==> src/rtl/opb_master_pkg.sv <==
// opb_master_pkg: shared types for the single-beat OPB master.
// FSM state encoding, response status codes and default bus widths.
package opb_master_pkg;

    localparam int OPB_AW = 32;
    localparam int OPB_DW = 32;

    typedef enum logic [2:0] {
        S_IDLE    = 3'd0,
        S_REQ     = 3'd1,
        S_XFER    = 3'd2,
        S_BACKOFF = 3'd3,
        S_RESP    = 3'd4
    } state_t;

    typedef logic [1:0] status_t;

    localparam status_t ST_OK    = 2'b00;
    localparam status_t ST_ERR   = 2'b01;
    localparam status_t ST_TOUT  = 2'b10;
    localparam status_t ST_RETRY = 2'b11;

endpackage

==> src/rtl/opb_master_single_if.sv <==
// opb_master_single_if: OPB master bus signals plus the user command/response
// port; the master modport is the initiator's view, slave is the far side.
interface opb_master_single_if
    import opb_master_pkg::*;
#(
    parameter int AW = OPB_AW,
    parameter int DW = OPB_DW
);
    logic              M_request;
    logic              M_busLock;
    logic              M_select;
    logic              M_RNW;
    logic [0:DW/8-1]   M_BE;
    logic              M_seqAddr;
    logic [0:AW-1]     M_ABus;
    logic [0:DW-1]     M_DBus;
    logic              OPB_MGrant;
    logic              OPB_xferAck;
    logic              OPB_errAck;
    logic              OPB_retry;
    logic              OPB_timeout;
    logic [0:DW-1]     OPB_DBus;
    logic              cmd_valid;
    logic              cmd_ready;
    logic              cmd_rnw;
    logic [0:AW-1]     cmd_addr;
    logic [0:DW-1]     cmd_wdata;
    logic [0:DW/8-1]   cmd_be;
    logic              rsp_valid;
    logic [0:DW-1]     rsp_rdata;
    logic [1:0]        rsp_status;

    modport master (
        output M_request, M_busLock, M_select, M_RNW,
        output M_BE, M_seqAddr, M_ABus, M_DBus,
        input  OPB_MGrant, OPB_xferAck, OPB_errAck,
        input  OPB_retry, OPB_timeout, OPB_DBus,
        input  cmd_valid, cmd_rnw, cmd_addr, cmd_wdata, cmd_be,
        output cmd_ready, rsp_valid, rsp_rdata, rsp_status
    );

    modport slave (
        input  M_request, M_busLock, M_select, M_RNW,
        input  M_BE, M_seqAddr, M_ABus, M_DBus,
        output OPB_MGrant, OPB_xferAck, OPB_errAck,
        output OPB_retry, OPB_timeout, OPB_DBus,
        output cmd_valid, cmd_rnw, cmd_addr, cmd_wdata, cmd_be,
        input  cmd_ready, rsp_valid, rsp_rdata, rsp_status
    );

endinterface

==> src/rtl/opb_master_single.sv <==
// opb_master_single: single-beat OPB initiator with retry and error status.
// Define OPB_MASTER_WATCHDOG_EN to add an XFER watchdog (C_WDOG_CYCLES).
module opb_master_single
    import opb_master_pkg::*;
#(
    parameter int    C_OPB_AWIDTH  = OPB_AW,
    parameter int    C_OPB_DWIDTH  = OPB_DW,
    parameter int    C_MAX_RETRY   = 4,
    parameter int    C_WDOG_CYCLES = 64,
    parameter string C_FAMILY      = "virtex6"
) (
    input logic                 OPB_Clk,
    input logic                 OPB_Rst_n,
    opb_master_single_if.master bus
);

    localparam int BW = C_OPB_DWIDTH / 8;
    localparam logic [4:0] MAX_R = 5'(C_MAX_RETRY);

    state_t state, state_n;
    logic [4:0] retry_q, retry_n;
    logic accept, wdog_hit;

    logic                    rnw_q;
    logic [0:C_OPB_AWIDTH-1] addr_q;
    logic [0:C_OPB_DWIDTH-1] wdata_q;
    logic [0:BW-1]           be_q;

    status_t                 st_n;
    logic [0:C_OPB_DWIDTH-1] rd_n;

    logic req_q, sel_q, mrnw_q, rdy_q, rspv_q;
    logic req_d, sel_d, mrnw_d, rdy_d, rspv_d;
    logic [0:C_OPB_AWIDTH-1] abus_q, abus_d;
    logic [0:C_OPB_DWIDTH-1] dbus_q, dbus_d;
    logic [0:C_OPB_DWIDTH-1] rd_q, rd_d;
    logic [0:BW-1]           mbe_q, mbe_d;
    status_t                 st_q, st_d;

    assign accept = bus.cmd_valid & rdy_q;

`ifdef OPB_MASTER_WATCHDOG_EN
    localparam int WW = $clog2(C_WDOG_CYCLES + 1);
    localparam logic [WW-1:0] WDOG_LAST = WW'(C_WDOG_CYCLES - 1);
    logic [WW-1:0] wdog_q;

    // Held at zero outside XFER, so it restarts on every tenure.
    always_ff @(posedge OPB_Clk or negedge OPB_Rst_n) begin
        if (!OPB_Rst_n)
            wdog_q <= '0;
        else if (state != S_XFER)
            wdog_q <= '0;
        else
            wdog_q <= wdog_q + WW'(1);
    end

    assign wdog_hit = (state == S_XFER) && (wdog_q == WDOG_LAST);
`else
    assign wdog_hit = 1'b0;
`endif

    always_ff @(posedge OPB_Clk or negedge OPB_Rst_n) begin
        if (!OPB_Rst_n) begin
            state   <= S_IDLE;
            retry_q <= '0;
            rnw_q   <= 1'b0;
            addr_q  <= '0;
            wdata_q <= '0;
            be_q    <= '0;
            req_q   <= 1'b0;
            sel_q   <= 1'b0;
            mrnw_q  <= 1'b0;
            rdy_q   <= 1'b0;
            rspv_q  <= 1'b0;
            abus_q  <= '0;
            dbus_q  <= '0;
            mbe_q   <= '0;
            st_q    <= ST_OK;
            rd_q    <= '0;
        end else begin
            state   <= state_n;
            retry_q <= retry_n;
            if (accept) begin
                rnw_q   <= bus.cmd_rnw;
                addr_q  <= bus.cmd_addr;
                wdata_q <= bus.cmd_wdata;
                be_q    <= bus.cmd_be;
            end
            req_q  <= req_d;
            sel_q  <= sel_d;
            mrnw_q <= mrnw_d;
            rdy_q  <= rdy_d;
            rspv_q <= rspv_d;
            abus_q <= abus_d;
            dbus_q <= dbus_d;
            mbe_q  <= mbe_d;
            st_q   <= st_d;
            rd_q   <= rd_d;
        end
    end

    always_comb begin
        state_n = state;
        retry_n = retry_q;
        st_n    = ST_OK;
        rd_n    = '0;
        unique case (state)
            S_IDLE: begin
                if (accept) begin
                    state_n = S_REQ;
                    retry_n = '0;
                end
            end
            S_REQ: begin
                if (bus.OPB_MGrant)
                    state_n = S_XFER;
            end
            S_XFER: begin
                if (bus.OPB_errAck) begin
                    state_n = S_RESP;
                    st_n    = ST_ERR;
                end else if (bus.OPB_xferAck) begin
                    state_n = S_RESP;
                    rd_n    = rnw_q ? bus.OPB_DBus : '0;
                end else if (bus.OPB_retry) begin
                    retry_n = retry_q + 5'd1;
                    if (retry_n > MAX_R) begin
                        state_n = S_RESP;
                        st_n    = ST_RETRY;
                    end else begin
                        state_n = S_BACKOFF;
                    end
                end else if (bus.OPB_timeout || wdog_hit) begin
                    state_n = S_RESP;
                    st_n    = ST_TOUT;
                end
            end
            S_BACKOFF: state_n = S_REQ;
            S_RESP:    state_n = S_IDLE;
            default:   state_n = S_IDLE;
        endcase
    end

    // Outputs are registered from the next state, so they track the state
    // register exactly and stay glitch-free on the OR-bus.
    always_comb begin
        req_d  = (state_n == S_REQ);
        sel_d  = (state_n == S_XFER);
        rdy_d  = (state_n == S_IDLE);
        rspv_d = (state_n == S_RESP);
        mrnw_d = sel_d & rnw_q;
        abus_d = sel_d ? addr_q : '0;
        mbe_d  = sel_d ? be_q : '0;
        dbus_d = (sel_d && !rnw_q) ? wdata_q : '0;
        st_d   = rspv_d ? st_n : ST_OK;
        rd_d   = rspv_d ? rd_n : '0;
    end

    assign bus.M_request  = req_q;
    assign bus.M_busLock  = 1'b0;
    assign bus.M_select   = sel_q;
    assign bus.M_RNW      = mrnw_q;
    assign bus.M_BE       = mbe_q;
    assign bus.M_seqAddr  = 1'b0;
    assign bus.M_ABus     = abus_q;
    assign bus.M_DBus     = dbus_q;
    assign bus.cmd_ready  = rdy_q;
    assign bus.rsp_valid  = rspv_q;
    assign bus.rsp_rdata  = rd_q;
    assign bus.rsp_status = st_q;

endmodule

==> src/flat_wrapper.sv <==
// flat-port wrapper written by rule: the top's interface ports become plain ports
module opb_master_single_flat import opb_master_pkg::*;
#(
    parameter int    C_OPB_AWIDTH  = OPB_AW,
    parameter int    C_OPB_DWIDTH  = OPB_DW,
    parameter int    C_MAX_RETRY   = 4,
    parameter int    C_WDOG_CYCLES = 64,
    parameter string C_FAMILY      = "       "
)
  (OPB_Clk, OPB_Rst_n, bus_M_request, bus_M_busLock, bus_M_select, bus_M_RNW, bus_M_BE, bus_M_seqAddr, bus_M_ABus, bus_M_DBus, bus_OPB_MGrant, bus_OPB_xferAck, bus_OPB_errAck, bus_OPB_retry, bus_OPB_timeout, bus_OPB_DBus, bus_cmd_valid, bus_cmd_rnw, bus_cmd_addr, bus_cmd_wdata, bus_cmd_be, bus_cmd_ready, bus_rsp_valid, bus_rsp_rdata, bus_rsp_status);
  opb_master_single_if bus_i ();
  input logic OPB_Clk;
  input logic OPB_Rst_n;
  output wire logic [$bits(bus_i.M_request)-1:0] bus_M_request;
  output wire logic [$bits(bus_i.M_busLock)-1:0] bus_M_busLock;
  output wire logic [$bits(bus_i.M_select)-1:0] bus_M_select;
  output wire logic [$bits(bus_i.M_RNW)-1:0] bus_M_RNW;
  output wire logic [$bits(bus_i.M_BE)-1:0] bus_M_BE;
  output wire logic [$bits(bus_i.M_seqAddr)-1:0] bus_M_seqAddr;
  output wire logic [$bits(bus_i.M_ABus)-1:0] bus_M_ABus;
  output wire logic [$bits(bus_i.M_DBus)-1:0] bus_M_DBus;
  input wire logic [$bits(bus_i.OPB_MGrant)-1:0] bus_OPB_MGrant;
  input wire logic [$bits(bus_i.OPB_xferAck)-1:0] bus_OPB_xferAck;
  input wire logic [$bits(bus_i.OPB_errAck)-1:0] bus_OPB_errAck;
  input wire logic [$bits(bus_i.OPB_retry)-1:0] bus_OPB_retry;
  input wire logic [$bits(bus_i.OPB_timeout)-1:0] bus_OPB_timeout;
  input wire logic [$bits(bus_i.OPB_DBus)-1:0] bus_OPB_DBus;
  input wire logic [$bits(bus_i.cmd_valid)-1:0] bus_cmd_valid;
  input wire logic [$bits(bus_i.cmd_rnw)-1:0] bus_cmd_rnw;
  input wire logic [$bits(bus_i.cmd_addr)-1:0] bus_cmd_addr;
  input wire logic [$bits(bus_i.cmd_wdata)-1:0] bus_cmd_wdata;
  input wire logic [$bits(bus_i.cmd_be)-1:0] bus_cmd_be;
  output wire logic [$bits(bus_i.cmd_ready)-1:0] bus_cmd_ready;
  output wire logic [$bits(bus_i.rsp_valid)-1:0] bus_rsp_valid;
  output wire logic [$bits(bus_i.rsp_rdata)-1:0] bus_rsp_rdata;
  output wire logic [$bits(bus_i.rsp_status)-1:0] bus_rsp_status;
  assign bus_M_request = bus_i.M_request;
  assign bus_M_busLock = bus_i.M_busLock;
  assign bus_M_select = bus_i.M_select;
  assign bus_M_RNW = bus_i.M_RNW;
  assign bus_M_BE = bus_i.M_BE;
  assign bus_M_seqAddr = bus_i.M_seqAddr;
  assign bus_M_ABus = bus_i.M_ABus;
  assign bus_M_DBus = bus_i.M_DBus;
  assign bus_i.OPB_MGrant = bus_OPB_MGrant;
  assign bus_i.OPB_xferAck = bus_OPB_xferAck;
  assign bus_i.OPB_errAck = bus_OPB_errAck;
  assign bus_i.OPB_retry = bus_OPB_retry;
  assign bus_i.OPB_timeout = bus_OPB_timeout;
  assign bus_i.OPB_DBus = bus_OPB_DBus;
  assign bus_i.cmd_valid = bus_cmd_valid;
  assign bus_i.cmd_rnw = bus_cmd_rnw;
  assign bus_i.cmd_addr = bus_cmd_addr;
  assign bus_i.cmd_wdata = bus_cmd_wdata;
  assign bus_i.cmd_be = bus_cmd_be;
  assign bus_cmd_ready = bus_i.cmd_ready;
  assign bus_rsp_valid = bus_i.rsp_valid;
  assign bus_rsp_rdata = bus_i.rsp_rdata;
  assign bus_rsp_status = bus_i.rsp_status;
  opb_master_single #(.C_OPB_AWIDTH(C_OPB_AWIDTH), .C_OPB_DWIDTH(C_OPB_DWIDTH), .C_MAX_RETRY(C_MAX_RETRY), .C_WDOG_CYCLES(C_WDOG_CYCLES), .C_FAMILY(C_FAMILY)) u_core (.OPB_Clk(OPB_Clk), .OPB_Rst_n(OPB_Rst_n), .bus(bus_i));
endmodule
==> config.mk <==
export PLATFORM = sky130hd
export DESIGN_NAME = opb_master_single_flat
export DESIGN_NICKNAME = d
export VERILOG_FILES = /design/src/rtl/opb_master_pkg.sv /design/src/rtl/opb_master_single_if.sv /design/src/rtl/opb_master_single.sv /design/src/flat_wrapper.sv
export SDC_FILE = /design/constraint.sdc
export NUM_CORES = 1
export LEC_CHECK = 0
export BUFFER_PORTS_ARGS = -buffer_cell sky130_fd_sc_hd__clkbuf_2
export CAP_MARGIN = 20
export CORE_ASPECT_RATIO = 1.5
export CORE_MARGIN = 2
export CORE_UTILIZATION = 50
export DETAILED_ROUTE_END_ITERATION = 7
export GPL_TIMING_DRIVEN = 0
export PLACE_DENSITY = 0.79
export SETUP_SLACK_MARGIN = 0.5
export SLEW_MARGIN = 20
export SYNTH_ARGS = -nofsm -noshare
export SYNTH_HDL_FRONTEND = slang
export SYNTH_SLANG_ARGS = --single-unit
export TNS_END_PERCENT = 20
==> constraint.sdc <==
create_clock -name OPB_Clk -period 2.2 [get_ports OPB_Clk]
set_clock_uncertainty 0.05 [all_clocks]
set_input_delay 0.66 -clock OPB_Clk [delete_from_list [all_inputs] [get_ports OPB_Clk]]
set_output_delay 0.66 -clock OPB_Clk [all_outputs]
set_load 0.05 [all_outputs]
After elaboration in Yosys (flattened, before gate mapping)
Index checks and enable logic that the tools add are counted.

storage, ports and cells
  bits in registers = 184
  input bits = 109
  word-level logic and storage cells = 64

operators by class
  $add $sub $neg = 1
  order comparisons = 1
  eq/ne operators = 10
  multiplexer cells = 28
  bitwise operators = 2
  reductions and logical operators = 6

operators by type and width
  kind                                                                             count
  32-bit two-way mux                                                               7
  3-bit two-way mux                                                                7
  5-bit two-way mux                                                                4
  2-bit two-way mux                                                                7
  3-bit one-hot mux with 4 select lines                                            1
  5-bit one-hot mux with 2 select lines                                            1
  3-bit by 2-bit == test with 1-bit output, second input constant                  3
  3-bit by 1-bit == test with 1-bit output, second input constant                  2
  3-bit zero test                                                                  2
  2-bit != test, second input constant                                             3
  5-bit by 1-bit adder with 5-bit output, second input constant                    1
  5-bit by 3-bit greater-than comparator with 1-bit output, second input constant  1
  5-bit AND reduction                                                              1
  4-bit two-way mux                                                                1
  3-bit == test, second input constant                                             1
  1-bit bitwise AND                                                                2
  2-bit by 1-bit != test with 1-bit output, second input constant                  1
  2-bit nonzero test                                                               1
  1-bit logical AND                                                                1
  1-bit zero test                                                                  1

Logic depth before layout (Yosys ltp)
  word-level depth = 10
  mapped depth = 7

Worst setup path after synthesis
No wires, ideal clock.

  kind = reg-to-reg
  from = register u_core.retry_q[0]
  to = register u_core.dbus_q (netlist bit u_core.bus.M_DBus[26])
  data arrival time = 1.624 ns
  data required time = 2.029 ns
  setup slack = 0.405 ns
  stages on the path, launching flop included = 7
  cell sequence = dfrtp_1 ha_1 or3b_1 o31ai_1 o211ai_1 o21a_1 and4b_1

on the way
  longest elaborated chain between the ends = 10

ends and longest elaborated chain
  what                                                      RTL line                  text
  from (decl)                                               opb_master_single.sv:21   logic [4:0] retry_q, retry_n;
  from (signal assigned)                                    opb_master_single.sv:82   retry_q <= retry_n;
  5-bit by 1-bit adder with 5-bit output                    opb_master_single.sv:126  retry_n = retry_q + 5'd1;
  5-bit by 3-bit greater-than comparator with 1-bit output  opb_master_single.sv:127  if (retry_n > MAX_R) begin
  3-bit two-way mux                                         opb_master_single.sv:127
  3-bit two-way mux                                         opb_master_single.sv:125  end else if (bus.OPB_retry) begin
  3-bit two-way mux                                         opb_master_single.sv:122  end else if (bus.OPB_xferAck) begin
  3-bit two-way mux                                         opb_master_single.sv:119  if (bus.OPB_errAck) begin
  3-bit one-hot mux with 4 select lines                     opb_master_single.sv:107  unique case (state)
  3-bit by 2-bit == test with 1-bit output                  opb_master_single.sv:148  sel_d = (state_n == S_XFER);
  1-bit logical AND                                         opb_master_single.sv:154  dbus_d = (sel_d && !rnw_q) ? wdata_q : '0;
  32-bit two-way mux                                        opb_master_single.sv:154
  net u_core.dbus_d (one bit)                               opb_master_single.sv:35   logic [0:C_OPB_DWIDTH-1] dbus_q, dbus_d;
  to (signal assigned)                                      opb_master_single.sv:95   dbus_q <= dbus_d;
  to (decl)                                                 opb_master_single.sv:35

The timed path passes the listed nets, and every way through them passes these cells.
A chain may end at the register's enable or synchronous reset.

Worst setup path in the final report
  from = register u_core.retry_q[1]
  to = register u_core.rdy_q (netlist: u_core.bus.cmd_ready)

on the way
  longest elaborated chain between the ends = 8

ends and longest elaborated chain
  what                                                      RTL line                  text
  5-bit by 1-bit adder with 5-bit output                    opb_master_single.sv:126
  5-bit by 3-bit greater-than comparator with 1-bit output  opb_master_single.sv:127
  3-bit two-way mux                                         opb_master_single.sv:127
  3-bit two-way mux                                         opb_master_single.sv:125
  3-bit two-way mux                                         opb_master_single.sv:122
  3-bit two-way mux                                         opb_master_single.sv:119
  3-bit one-hot mux with 4 select lines                     opb_master_single.sv:107
  3-bit zero test                                           opb_master_single.sv:149  rdy_d = (state_n == S_IDLE);
  net u_core.rdy_d                                          opb_master_single.sv:33   logic req_d, sel_d, mrnw_d, rdy_d, rspv_d;
  to (signal assigned)                                      opb_master_single.sv:92   rdy_q <= rdy_d;
  to (decl)                                                 opb_master_single.sv:32   logic req_q, sel_q, mrnw_q, rdy_q, rspv_q;

The timed path passes the listed nets, and every way through them passes these cells.

==> results.sh <==
export IMPL_status="complete, no violations"
export IMPL_synth_area_per_cell_um2=15.1
export IMPL_wl_per_cell_um=15.6
export IMPL_dp_slack_ns=-0.00165
export IMPL_worstPathCellList="ha_2 > or3b_1 > o31ai_2 > o211ai_1 > o21a_1 > o21ba_2"
export IMPL_dr_pass1_iters=4
export IMPL_netlist_area_um2=6490
export IMPL_path_buf_inv=0
export IMPL_ys_types=42
export IMPL_cp_slowest_cell="dfrtp_1"
export IMPL_placementRows=51
export IMPL_overflow=0
export IMPL_drive_above_1_share=0.516
export IMPL_place_inst=808
export IMPL_fin_ws_ns=0.364
export IMPL_cp_end_kind="register"
export IMPL_diodes=0
export IMPL_numCtsBuffers=17
export IMPL_hpwlAfterDp_mm=9.79
export IMPL_async_flop_share=1.00
export IMPL_p_per_area_nw_per_um2=1230
export IMPL_critPathTopFamily="compound AO/OA/AOI/OAI gates"
export IMPL_fin_crit_ns=1.84
export IMPL_syn_inst=431
export IMPL_core_um2=12800
export IMPL_ys_seq_area_frac=0.710
export IMPL_ctsHtreeMaxLevel=4
export IMPL_dieWidth_um=97.0
export IMPL_fmax_mhz=545
export IMPL_synth_flop_cell="dfrtp_1"
export IMPL_ys_ff_latch=184
export IMPL_wl_mm=13.2
export IMPL_cp_start_kind="register"
export IMPL_place_gp_congestion=0.810
export IMPL_gr_usage_met1=0.219
export IMPL_clk_pin_slew_ns=0.07
export IMPL_area_growth_syn_to_layout_pct=32.6
export IMPL_cpPeakStageDelay_ns=0.41
export IMPL_grtUsageMet3=0.0550
export IMPL_drv_cap=0
export IMPL_drtAntennaViolNets=0
export IMPL_start_util=0.506
export IMPL_die_area_um2=13900
export IMPL_p_leak_nw=4.49
export IMPL_peakVddDrop_mv=0.730
export IMPL_drt_iter0_drc=157
export IMPL_clock_latency_ns=0.41
export IMPL_root_buffer="clkbuf_16"
export IMPL_io_buffers=215
export IMPL_final_cells=843
export IMPL_setup_violations=0
export IMPL_grt_pass1_vias=4362
export IMPL_drc=0
export IMPL_grt_usage=0.194
export IMPL_finalMaxSlewViolations=0
export IMPL_die_h_um=144
export IMPL_gr_max_usage_layer="met2"
export IMPL_max_clock_path_buffers=2
export IMPL_fin_nets=782
export IMPL_hold_viol=0
export IMPL_crit_type="register to register"
export IMPL_required_ns=2.45
export IMPL_fillers=962
export IMPL_cts_hold_buffers_added=0
export IMPL_viasPerCell=4.81
export IMPL_hold_worst_slack_ns=0.140
export IMPL_arrival_ns=2.09
export IMPL_synth_warnings=0
export IMPL_num_vias=4057
export IMPL_grtUsageMet2=0.345
export IMPL_cts_tree="yes"
export IMPL_grt_max_degree=71
export IMPL_grt_pass1_wl_mm=21.2
export IMPL_pin_count=218
export IMPL_min_period_over_period=0.835
export IMPL_hold_path_class="primary input to asynchronous set/reset pin"
export IMPL_antenna_found_initial=0
export IMPL_cts_sinks=184
export IMPL_tns_ns=0
export IMPL_total_power_mw=10.6
export IMPL_worstPathMaxFanout=6
export IMPL_synth_edf_count=0
export IMPL_rsz0062_at_grt="true"
[synth_stat cells (all sizes together) (4+ instances only)]
master | n | share of area
clkbuf | 6 | 0.0037
and2 | 63 | 0.061
dfrtp | 184 | 0.71
buf | 14 | 0.013
nor2b | 36 | 0.035
nor2 | 9 | 0.0079
mux2 | 69 | 0.12
o21ai | 8 | 0.0067
nand3 | 4 | 0.0039
nand2 | 9 | 0.0052
[layer usage]
metal,routed length [um],part of all wire
met1,4870,0.37
met2,7090,0.54
met3,847,0.064
met4,357,0.027
met5,0,0
[path summary, 6_finish.rpt]
path / startpoint / end / slack (ns) / cells after the start
worst max-delay path: u_core.retry_q[1]$_DFFE_PN0P_ / u_core.bus.cmd_ready$_DFF_PN0_ / 0.36 / 6
worst min-delay path: OPB_Rst_n / u_core.bus.M_ABus[21]$_DFF_PN0_ / 0.14 / 1
worst max register to register: u_core.retry_q[1]$_DFFE_PN0P_ / u_core.bus.cmd_ready$_DFF_PN0_ / 0.36 / 6
worst min register to register: u_core.wdata_q[12]$_DFFE_PN0P_ / u_core.bus.M_DBus[12]$_DFF_PN0_ / 0.42 / 1
max in group asynchronous: OPB_Rst_n / u_core.wdata_q[11]$_DFFE_PN0P_ / 1.28 / 2
min in group OPB_Clk: bus_OPB_DBus[23] / u_core.bus.rsp_rdata[8]$_DFF_PN0_ / 0.39 / 2
[stage by stage]
step	utilization	area, um^2
floorplan	-	6510
global placement	0.607	7780
detailed placement	0.612	7850
CTS	0.668	8560
global route	0.671	8610
finish	0.671	8610
[sequential cells by signal, summed over array words and instances (netlist names)]
register	flops
u_core.rnw_q	1
u_core.bus.M_DBus	32
u_core.bus.M_RNW	1
u_core.bus.M_request	1
u_core.bus.rsp_rdata	32
u_core.retry_q	5
u_core.bus.rsp_valid	1
u_core.bus.M_ABus	32
u_core.state	3
u_core.be_q	4
u_core.bus.cmd_ready	1
u_core.bus.M_select	1
u_core.bus.rsp_status	2
u_core.bus.M_BE	4
u_core.wdata_q	32
u_core.addr_q	32
[timing repair]
item | CTS | global route
setup endpoints to repair | 225 | 199
hold endpoints to repair | 0 | 0
pin swaps | 4 | 2
buffers inserted | 2 | 1
resized for setup | 28 | 15
[worst reg2reg max path, cell delays in order, from the launching register on]
cell and delay, ns:
dfrtp_1 0.41, ha_2 0.22, or3b_1 0.37, o31ai_2 0.08
o211ai_1 0.15, o21a_1 0.24, o21ba_2 0.21
[cells by family (layout without fill, tap and decap cells)]
family / Yosys count / after routing / share of synthesized area
compound gates: 18 / 18 / 0.0195
xor+xnor: 3 / 3 / 0.00405
fa+ha+maj: 2 / 2 / 0.00386
buf+inv: 22 / 274 / 0.0174
flops: 184 / 184 / 0.710
mux: 69 / 69 / 0.120
other cells: 1 / 2 / 0.000578
simple gates: 132 / 132 / 0.125
[cell type report]
class / instances / area [um^2] / share of cell area
Buffer: 20 / 128 / 0.0148
Clock buffer: 19 / 443 / 0.0515
Clock inverter: 13 / 153 / 0.0177
Inverter: 2 / 7.51 / 0.000872
Multi-Input combinational cell: 226 / 1810 / 0.211
Sequential cell: 184 / 4610 / 0.535
Tap cell: 159 / 199 / 0.0231
Timing Repair Buffer: 220 / 1260 / 0.146
[placed cells by master (no fill, tap or decap), types with 6 or more instances in the layout]
| master | instances |
|---|---|
| clkbuf_2 | 208 |
| dfrtp_1 | 183 |
| mux2_2 | 69 |
| and2_1 | 63 |
| nor2b_1 | 36 |
| clkbuf_16 | 17 |
| clkbuf_8 | 13 |
| nand2_1 | 9 |
| buf_2 | 7 |
| buf_4 | 7 |
| o21ai_0 | 6 |
| nor2_1 | 6 |
[power breakdown]
group / leakage [nW] / internal, mW / total, mW / switching, mW
clock: 0.293 / 1.65 / 3.01 / 1.36
sequential: 2.39 / 4.30 / 4.71 / 0.408
combinational: 1.81 / 1.19 / 2.89 / 1.70
(Power assumes the default switching activity.)
